--- src/rtl/dds_wave_meter.sv ---
// Gated waveform meter: counts Schmitt-qualified rising mid-level crossings,
// the clock span between first and last crossing, and sample min/max.
module dds_wave_meter #(
  parameter int MID  = 128,
  parameter int HYST = 8
) (
  input  logic        clk_dds,
  input  logic        rst,
  input  logic        start,
  input  logic        abort,
  input  logic [31:0] gate_len,
  input  logic        adc_valid,
  input  logic [7:0]  adc_data,
  output logic        busy,
  output logic        meas_done,
  output logic [15:0] cross_cnt,
  output logic [31:0] span_cyc,
  output logic [7:0]  vmax,
  output logic [7:0]  vmin,
  output logic        no_signal,
  output logic [1:0]  dbg_state_o
);

  // adc_valid is a one-way qualifier with no ready: the meter accepts every
  // valid sample on the cycle it is presented and never applies back-pressure.

  localparam logic [7:0] LO_TH = 8'(MID - HYST);
  localparam logic [7:0] HI_TH = 8'(MID + HYST);

  typedef enum logic [1:0] {
    S_IDLE = 2'd0,
    S_RUN  = 2'd1,
    S_DONE = 2'd2
  } state_t;

  state_t      state_q;
  logic [31:0] gate_q, t_q, t_first_q, t_first_d, t_last_q, t_last_d;
  logic [15:0] cnt_q, cnt_d;
  logic        armed_q, armed_d, seen_q, seen_d;
  logic [7:0]  max_q, max_d, min_q, min_d;
  logic        busy_q, meas_done_q, no_signal_q;
  logic [15:0] cross_cnt_q;
  logic [31:0] span_cyc_q;
  logic [7:0]  vmax_q, vmin_q;

  // Tracker updates for the current RUN cycle; also feeds the final result
  // so the sample on the last gate cycle is counted.
  always_comb begin
    cnt_d     = cnt_q;
    armed_d   = armed_q;
    seen_d    = seen_q;
    max_d     = max_q;
    min_d     = min_q;
    t_first_d = t_first_q;
    t_last_d  = t_last_q;
    if (state_q == S_RUN && adc_valid) begin
      seen_d = 1'b1;
      if (adc_data > max_q) max_d = adc_data;
      if (adc_data < min_q) min_d = adc_data;
      if (adc_data < LO_TH) begin
        armed_d = 1'b1;
      end else if (armed_q && adc_data >= HI_TH) begin
        armed_d = 1'b0;
        if (cnt_q != 16'hFFFF) cnt_d = cnt_q + 16'd1;
        if (cnt_q == 16'd0) t_first_d = t_q;
        t_last_d = t_q;
      end
    end
  end

  always_ff @(posedge clk_dds) begin
    if (rst) begin
      state_q     <= S_IDLE;
      gate_q      <= '0;
      t_q         <= '0;
      t_first_q   <= '0;
      t_last_q    <= '0;
      cnt_q       <= '0;
      armed_q     <= 1'b0;
      seen_q      <= 1'b0;
      max_q       <= 8'h00;
      min_q       <= 8'hFF;
      busy_q      <= 1'b0;
      meas_done_q <= 1'b0;
      cross_cnt_q <= '0;
      span_cyc_q  <= '0;
      vmax_q      <= '0;
      vmin_q      <= '0;
      no_signal_q <= 1'b0;
    end else begin
      case (state_q)
        S_IDLE: begin
          meas_done_q <= 1'b0;
          if (start && !abort) begin
            state_q <= S_RUN;
            busy_q  <= 1'b1;
            gate_q  <= (gate_len == 32'd0) ? 32'd1 : gate_len;
            t_q     <= '0;
            cnt_q   <= '0;
            armed_q <= 1'b0;
            seen_q  <= 1'b0;
            max_q   <= 8'h00;
            min_q   <= 8'hFF;
          end
        end
        S_RUN: begin
          if (abort) begin
            state_q <= S_IDLE;
            busy_q  <= 1'b0;
          end else begin
            t_q       <= t_q + 32'd1;
            cnt_q     <= cnt_d;
            armed_q   <= armed_d;
            seen_q    <= seen_d;
            max_q     <= max_d;
            min_q     <= min_d;
            t_first_q <= t_first_d;
            t_last_q  <= t_last_d;
            if (t_q == gate_q - 32'd1) begin
              state_q     <= S_DONE;
              meas_done_q <= 1'b1;
              cross_cnt_q <= cnt_d;
              span_cyc_q  <= (cnt_d >= 16'd2) ? (t_last_d - t_first_d) : 32'd0;
              no_signal_q <= (cnt_d < 16'd2);
              vmax_q      <= seen_d ? max_d : 8'h00;
              vmin_q      <= seen_d ? min_d : 8'h00;
            end
          end
        end
        S_DONE: begin
          state_q     <= S_IDLE;
          busy_q      <= 1'b0;
          meas_done_q <= 1'b0;
        end
        default: begin
          state_q <= S_IDLE;
          busy_q  <= 1'b0;
        end
      endcase
    end
  end

  assign busy        = busy_q;
  assign meas_done   = meas_done_q;
  assign cross_cnt   = cross_cnt_q;
  assign span_cyc    = span_cyc_q;
  assign vmax        = vmax_q;
  assign vmin        = vmin_q;
  assign no_signal   = no_signal_q;
  assign dbg_state_o = state_q;

endmodule

--- config.mk ---
export PLATFORM = sky130hd
export DESIGN_NAME = dds_wave_meter
export DESIGN_NICKNAME = d
export VERILOG_FILES = /design/src/rtl/dds_wave_meter.sv
export SDC_FILE = /design/constraint.sdc
export NUM_CORES = 1
export LEC_CHECK = 0
export BUFFER_PORTS_ARGS = -buffer_cell sky130_fd_sc_hd__buf_2
export CAP_MARGIN = 20
export CORE_MARGIN = 8
export CORE_UTILIZATION = 61
export DETAILED_ROUTE_END_ITERATION = 8
export HOLD_SLACK_MARGIN = 0.03
export PLACE_DENSITY_LB_ADDON = 0.2
export SLEW_MARGIN = 20
export SYNTH_ARGS = -nofsm -noshare
export SYNTH_HDL_FRONTEND = slang
export SYNTH_SLANG_ARGS = --single-unit
--- constraint.sdc ---
create_clock -name clk_dds -period 5.75 [get_ports clk_dds]
set_clock_uncertainty 0.2 [all_clocks]
set_input_delay 0.8625 -clock clk_dds [delete_from_list [all_inputs] [get_ports clk_dds]]
set_output_delay 0.8625 -clock clk_dds [all_outputs]
set_load 0.05 [all_outputs]
-- Word level (Yosys, flattened, before mapping)
Cells that the tools add are included.
- flip-flop bits (word level): 231
- bits in latches: 0
- RAM bits: 0
- ROM bits: 0
- input bits: 45
- output and inout port bits: 69
- logic and storage cells: 107
- memories: 0
- add/sub/neg operators: 4
- $mul: 0
- div/mod/pow operators: 0
- order comparisons: 6
- eq/ne operators: 11
- shift operators: 0
- mux-type cells: 50
- bitwise gates (word level): 1
- reductions and logical operators: 18
- operators by type and width (cell ; number):
    two-way mux 32 bit ; 11
    two-way mux 16 bit ; 6
    two-way mux 8 bit ; 10
    case mux 32 bit (2 select lines) ; 1
    adder 32 x 1 -> 32 bit (second input constant) ; 1
    equality test 32 bit ; 1
    zero test 32 bit ; 1
    case mux 16 bit (2 select lines) ; 1
    case mux 8 bit (2 select lines) ; 2
    subtractor 32 x 1 -> 32 bit (second input constant) ; 1
    subtractor 32 bit ; 1
    adder 16 x 1 -> 16 bit (second input constant) ; 1
    greater-or-equal comparator 16 x 2 -> 1 bit (second input constant) ; 1
    zero test 16 bit ; 1
    less-than comparator 16 x 2 -> 1 bit (second input constant) ; 1
    inequality test 16 bit (second input constant) ; 1
    two-way mux 1 bit ; 11
    AND reduction 3 bit ; 3
    greater-or-equal comparator 8 bit (second input constant) ; 1
    greater-than comparator 8 bit ; 1
    less-than comparator 8 x 7 -> 1 bit (second input constant) ; 1
    less-than comparator 8 bit ; 1
    case mux 1 bit (2 select lines) ; 4
    AND reduction 2 bit ; 4
    other kinds (15) ; 23

-- Longest topological paths before layout
- depth after elaboration: 7
- depth in mapped cells: 23

-- Least setup slack after synthesis
Ideal clock, no wire load.
- kind: input to register
- from: in adc_data[6]
- to: reg span_cyc_q[15] (netlist: span_cyc[15])
- arrival time: 5.145 ns
- path slack: 0.334 ns
- stages on the path: 19
- buffers on the path: 3
- cells stage by stage: or4_1 -> nand3_1 -> clkbuf_1 -> nor2_1 -> buf_1 -> buf_1 -> mux2i_1 -> ha_1 -> or4_1 -> nor2_1 -> and3_1 -> o31a_1 -> a21oi_1 -> maj3_1 -> a21oi_1 -> o31ai_1 -> xnor2_1 -> or3_1 -> a21oi_1
- word-level cells in the longest chain between the ends: 7
- ends and longest elaborated chain (item ; line ; source):
    start: declaration ; 13 ; input logic [7:0] adc_data,
    greater-or-equal comparator 8 bit ; 62 ; end else if (armed_q && adc_data >= HI_TH) begin
    logical AND 1 bit ; 62 ;
    two-way mux 32 bit or two-way mux 16 bit (tied branches) ; 62 ;
    two-way mux 32 bit or two-way mux 16 bit (tied branches) ; 60 ; if (adc_data < LO_TH) begin
    two-way mux 32 bit or two-way mux 16 bit (tied branches) ; 56 ; if (state_q == S_RUN && adc_valid) begin
    subtractor 32 bit or greater-or-equal comparator 16 x 2 -> 1 bit (tied branches) ; 123 ; span_cyc_q <= (cnt_d >= 16'd2) ? (t_last_d - t_first_d) : 32'd0;
    two-way mux 32 bit (*) ; 123 ;
    end signal: assignment ; 123 ;
    end: declaration ; 43 ; logic [31:0] span_cyc_q;
Mark *: on every way between the ends. The rest lies on a longest branch, timed or not.
A chain may end at the register's enable or synchronous reset.

-- Final worst setup path
- from: reg cnt_q[0]
- to: reg span_cyc_q[29] (netlist: span_cyc[29])
- word-level cells in the longest chain between the ends: 7
- ends and longest elaborated chain (item ; line ; source):
    start: declaration ; 38 ; logic [15:0] cnt_q, cnt_d;
    start signal: assignment ; 112 ; cnt_q <= cnt_d;
    adder 16 x 1 -> 16 bit (tied with other cells) ; 64 ; if (cnt_q != 16'hFFFF) cnt_d = cnt_q + 16'd1;
    two-way mux 16 bit or two-way mux 32 bit (tied branches) ; 64, 65 ;
    two-way mux 16 bit or two-way mux 32 bit (tied branches) ; 62 ;
    two-way mux 16 bit or two-way mux 32 bit (tied branches) ; 60 ;
    two-way mux 16 bit or two-way mux 32 bit (tied branches) ; 56 ;
    greater-or-equal comparator 16 x 2 -> 1 bit or subtractor 32 bit (tied branches) ; 123 ;
    two-way mux 32 bit (*) ; 123 ;
Marked as above.

==> impl_metrics.prom <==
# TYPE chip_impl_metric gauge
chip_impl_metric{name="grt_overflow",unit=""} 0
chip_impl_metric{name="clockBufferDepth",unit=""} 3
chip_impl_metric{name="drcViolationCount",unit=""} 0
chip_impl_metric{name="reg2reg_setup_slack",unit="ps"} 550
chip_impl_metric{name="maxCapViolCount",unit=""} 0
chip_impl_metric{name="detailroute.via_count",unit=""} 12300
chip_impl_metric{name="wl_met2",unit="mm"} 17.3
chip_impl_metric{name="fmaxAchievable",unit="MHz"} 192
chip_impl_metric{name="worst_margin_slew",unit="ps"} 990
chip_impl_info{name="cts_tree",value="done"} 1
chip_impl_metric{name="worst_setup_hold_path_clk_slew",unit="ps"} 60
chip_impl_metric{name="ant_nets_after_route",unit=""} 0
chip_impl_metric{name="synthesis.area_per_instance",unit="um2"} 7.77
chip_impl_metric{name="critPathMaxFanout",unit=""} 12
chip_impl_info{name="crit_path_most_repeated_cell",value="o21ai_0"} 1
chip_impl_metric{name="critical_path_arrival",unit="ps"} 5460
chip_impl_metric{name="leakage",unit="nW"} 5.74
chip_impl_metric{name="finalNonFillerCells",unit=""} 2033
chip_impl_metric{name="period_share",unit="%"} 90.5
chip_impl_metric{name="via_per_inst",unit=""} 6.06
chip_impl_metric{name="areaGrowthSynthToFinish",unit="%"} 11.3
chip_impl_metric{name="grt_pass1_vias",unit=""} 11900
chip_impl_metric{name="met1Wirelength",unit="mm"} 14.6
chip_impl_metric{name="routed_wl",unit="mm"} 34.8
chip_impl_metric{name="maxSlewHeadroom",unit="%"} 33.5
chip_impl_metric{name="timing.critical_path.required",unit="ps"} 6010
chip_impl_metric{name="finalMaxSlewViolations",unit=""} 0
chip_impl_metric{name="clock_sink_count",unit=""} 231
chip_impl_metric{name="cts.repair.resized",unit=""} 0
chip_impl_info{name="timing.setup.critical_path_class",value="register to register"} 1
chip_impl_metric{name="first_iter_violations",unit=""} 857
chip_impl_metric{name="synth_area",unit="um2"} 13200
chip_impl_metric{name="synth_enable_flop_cells",unit=""} 0
chip_impl_info{name="critical_path.endpoint_type",value="register"} 1
chip_impl_info{name="crit_path_start_kind",value="register"} 1
chip_impl_metric{name="async_flop_share",unit="%"} 0
chip_impl_metric{name="boundaryPins",unit=""} 114
chip_impl_info{name="critical_path.cell_chain",value="inv_1 -> ha_1 -> nor4b_1 -> and4_1 -> nand2_1 -> nor2_1 -> a21oi_1 -> ha_1 -> o21ai_0 -> a21oi_1 -> o21ai_0 -> o31a_1 -> a221oi_1 -> o21ai_0 -> a2111oi_0 -> o31ai_1 -> or4_1 -> nand3_1"} 1
chip_impl_metric{name="postLayoutCoreUtil",unit="%"} 69.4
chip_impl_metric{name="placementRows",unit=""} 53
chip_impl_metric{name="number_of_buffers_inserted_by_port_buffering",unit=""} 113
chip_impl_metric{name="max-vdd-ir-drop",unit="mV"} 0.234
chip_impl_info{name="synth_ff_type",value="dfxtp_1"} 1
chip_impl_metric{name="synth_cell_types",unit=""} 80
chip_impl_metric{name="numCtsBuffers",unit=""} 25
chip_impl_metric{name="timing.final.crit_period",unit="ps"} 5200
chip_impl_metric{name="synth_sequential_area_ratio",unit="%"} 35.1
chip_impl_metric{name="synth.ff_latch_count",unit=""} 231
chip_impl_metric{name="die_ht",unit="um"} 163
chip_impl_info{name="final_cell_mix",value="nand2_1, dfxtp_1, nor2_1"} 1
chip_impl_metric{name="insertion_delay",unit="ps"} 530
chip_impl_metric{name="final.hold.worst_slack",unit="ps"} 243
chip_impl_metric{name="grt_start_max_net_pins",unit=""} 63
chip_impl_metric{name="start_util",unit="%"} 62.3
chip_impl_metric{name="pwr_density_cell",unit="nW/um2"} 260
chip_impl_metric{name="initial_antenna_violation_count",unit=""} 0
chip_impl_info{name="cts_root_buffer",value="clkbuf_16"} 1
chip_impl_info{name="run_status",value="finished clean"} 1
chip_impl_metric{name="synthCells",unit=""} 1697
chip_impl_metric{name="cts_post_setup_buffers_inserted",unit=""} 0
chip_impl_metric{name="gp_congestion",unit=""} 0.907
chip_impl_info{name="class_of_the_tightest_hold_or_removal_check",value="register to register"} 1
chip_impl_metric{name="fp.dieW",unit="um"} 163
chip_impl_metric{name="grt_first_pass_wirelength",unit="mm"} 57.2
chip_impl_metric{name="critical_path_buf_inv_count",unit=""} 1
chip_impl_metric{name="mappedNetlistNets",unit=""} 1789
chip_impl_metric{name="drive_gt1_share",unit="%"} 11.9
chip_impl_info{name="highest_metal_layer_used_by_the_detailed_router",value="met4"} 1
chip_impl_metric{name="num_antenna_cells",unit=""} 0
chip_impl_metric{name="detailedRoute.firstPassIterationCount",unit=""} 7
chip_impl_info{name="cell_with_the_largest_stage_delay_on_the_worst_path",value="and4_1"} 1
chip_impl_metric{name="placed_cells_incl_taps",unit=""} 1987
chip_impl_metric{name="dp_worst_setup_slack",unit="ps"} 392
chip_impl_info{name="rsz0062_at_grt",value="false"} 1
chip_impl_metric{name="cts_hold_repair.buffers",unit=""} 0
chip_impl_metric{name="grt_usage",unit="%"} 25.4
chip_impl_metric{name="ys_warn_count",unit=""} 0
chip_impl_metric{name="final_setup_violating_endpoints",unit=""} 0
chip_impl_metric{name="detailedPlacementHpwl",unit="mm"} 25.0
chip_impl_metric{name="drt-wirelength-per-cell",unit="um"} 17.1
chip_impl_metric{name="met3_length",unit="mm"} 1.62
chip_impl_metric{name="final_hold_viol_count",unit=""} 0
chip_impl_metric{name="cpPeakStageDelay",unit="ps"} 570
chip_impl_metric{name="fin_nets",unit=""} 1831
chip_impl_info{name="critical-path-top-delay-family",value="compound AO/OA/AOI/OAI gates"} 1
chip_impl_metric{name="core_area",unit="um2"} 21200
chip_impl_info{name="layout.cells.most_common",value="nand2_1"} 1
chip_impl_metric{name="setup_slack",unit="ps"} 548
chip_impl_metric{name="die_area",unit="um2"} 26600
chip_impl_metric{name="maximum_level_of_the_cts_h_tree",unit=""} 1
chip_impl_metric{name="fin_tns_setup",unit="ps"} 0
[state kept, by name, indices dropped and copies added (netlist names), 2 cells and up]
name,flops
t_q,32
dbg_state_o,2
max_q,8
t_last_q,32
cross_cnt,16
t_first_q,32
min_q,8
cnt_q,16
gate_q,32
vmax,8
vmin,8
span_cyc,32
[synthesized netlist by cell type, drive strengths merged, types with 13 or more instances]
cell,n,area share [%]
inv,44,1.3
nor4,21,1.2
nand2,256,7.3
xor2,44,2.9
ha,46,4.4
nor2,191,5.4
or3,13,0.65
xnor2,63,4.2
a211oi,51,2.9
nand3,42,1.6
o21ai,60,2.3
a31oi,20,0.95
nand4,22,1.0
nor3,54,2.2
a22o,28,1.9
a21oi,131,5.0
clkbuf,103,2.9
mux2i,40,3.0
dfxtp,231,35
buf,17,0.57
a21o,20,1.1
[worst register-to-register path: cells and delay by family (launching register included)]
family / cells / cell delay (ps)
AOI/OAI and AO/OA: 9 / 2100
adders and majority gates: 2 / 480
buffers and inverters: 1 / 90
DFF: 1 / 360
and+or+nand+nor: 6 / 1900
[layout make-up]
type                            instances  area [um2]
Fill cell                            1790        6480
Clock buffer                           38         734
Sequential cell                       231        4620
Clock inverter                          8         121
Tap cell                              275         344
Inverter                               44         165
Multi-Input combinational cell       1302        7950
Timing Repair Buffer                  135         733
[worst paths after layout]
check	startpoint	to	depth (start not counted)
hold / removal	span_cyc[27]	span_cyc[27]	2
hold reg to reg	span_cyc[27]	span_cyc[27]	2
setup reg to reg	cnt_q[0]	span_cyc[29]	18
setup / recovery	cnt_q[0]	span_cyc[29]	18
[kinds of logic after synthesis]
family	count (synthesis)	share of synthesized area, %
AOI/OAI and AO/OA	414	20.6
xor gates and xnor gates	107	7.11
adders and majority gates	48	4.59
buffers and inverters	164	4.75
DFF	231	35.1
muxes	50	3.89
and+or+nand+nor	683	24.0
[metal layers]
layer / GRT usage, % / up-vias
met2: 45.8 / 341
li1: - / 6102
met4: 9.97 / 0
met3: 3.83 / 84
met5: 0 / -
met1: 29.8 / 5795
[power by group]
part	internal (mW)	switching, mW	leakage (nW)
clock network	1.01	0.648	0.418
logic	0.205	0.290	3.45
registers	1.63	0.0269	1.87
total	2.85	0.965	5.74
[stage by stage]
stage	power, mW	cell area [um2]
finish	3.81	14700
global route	3.95	14700
CTS	3.83	14700
detailed placement	2.18	13800
global placement	2.17	13800
floorplan	2.06	13200
Note: power is estimated with default switching activity, not from simulation.
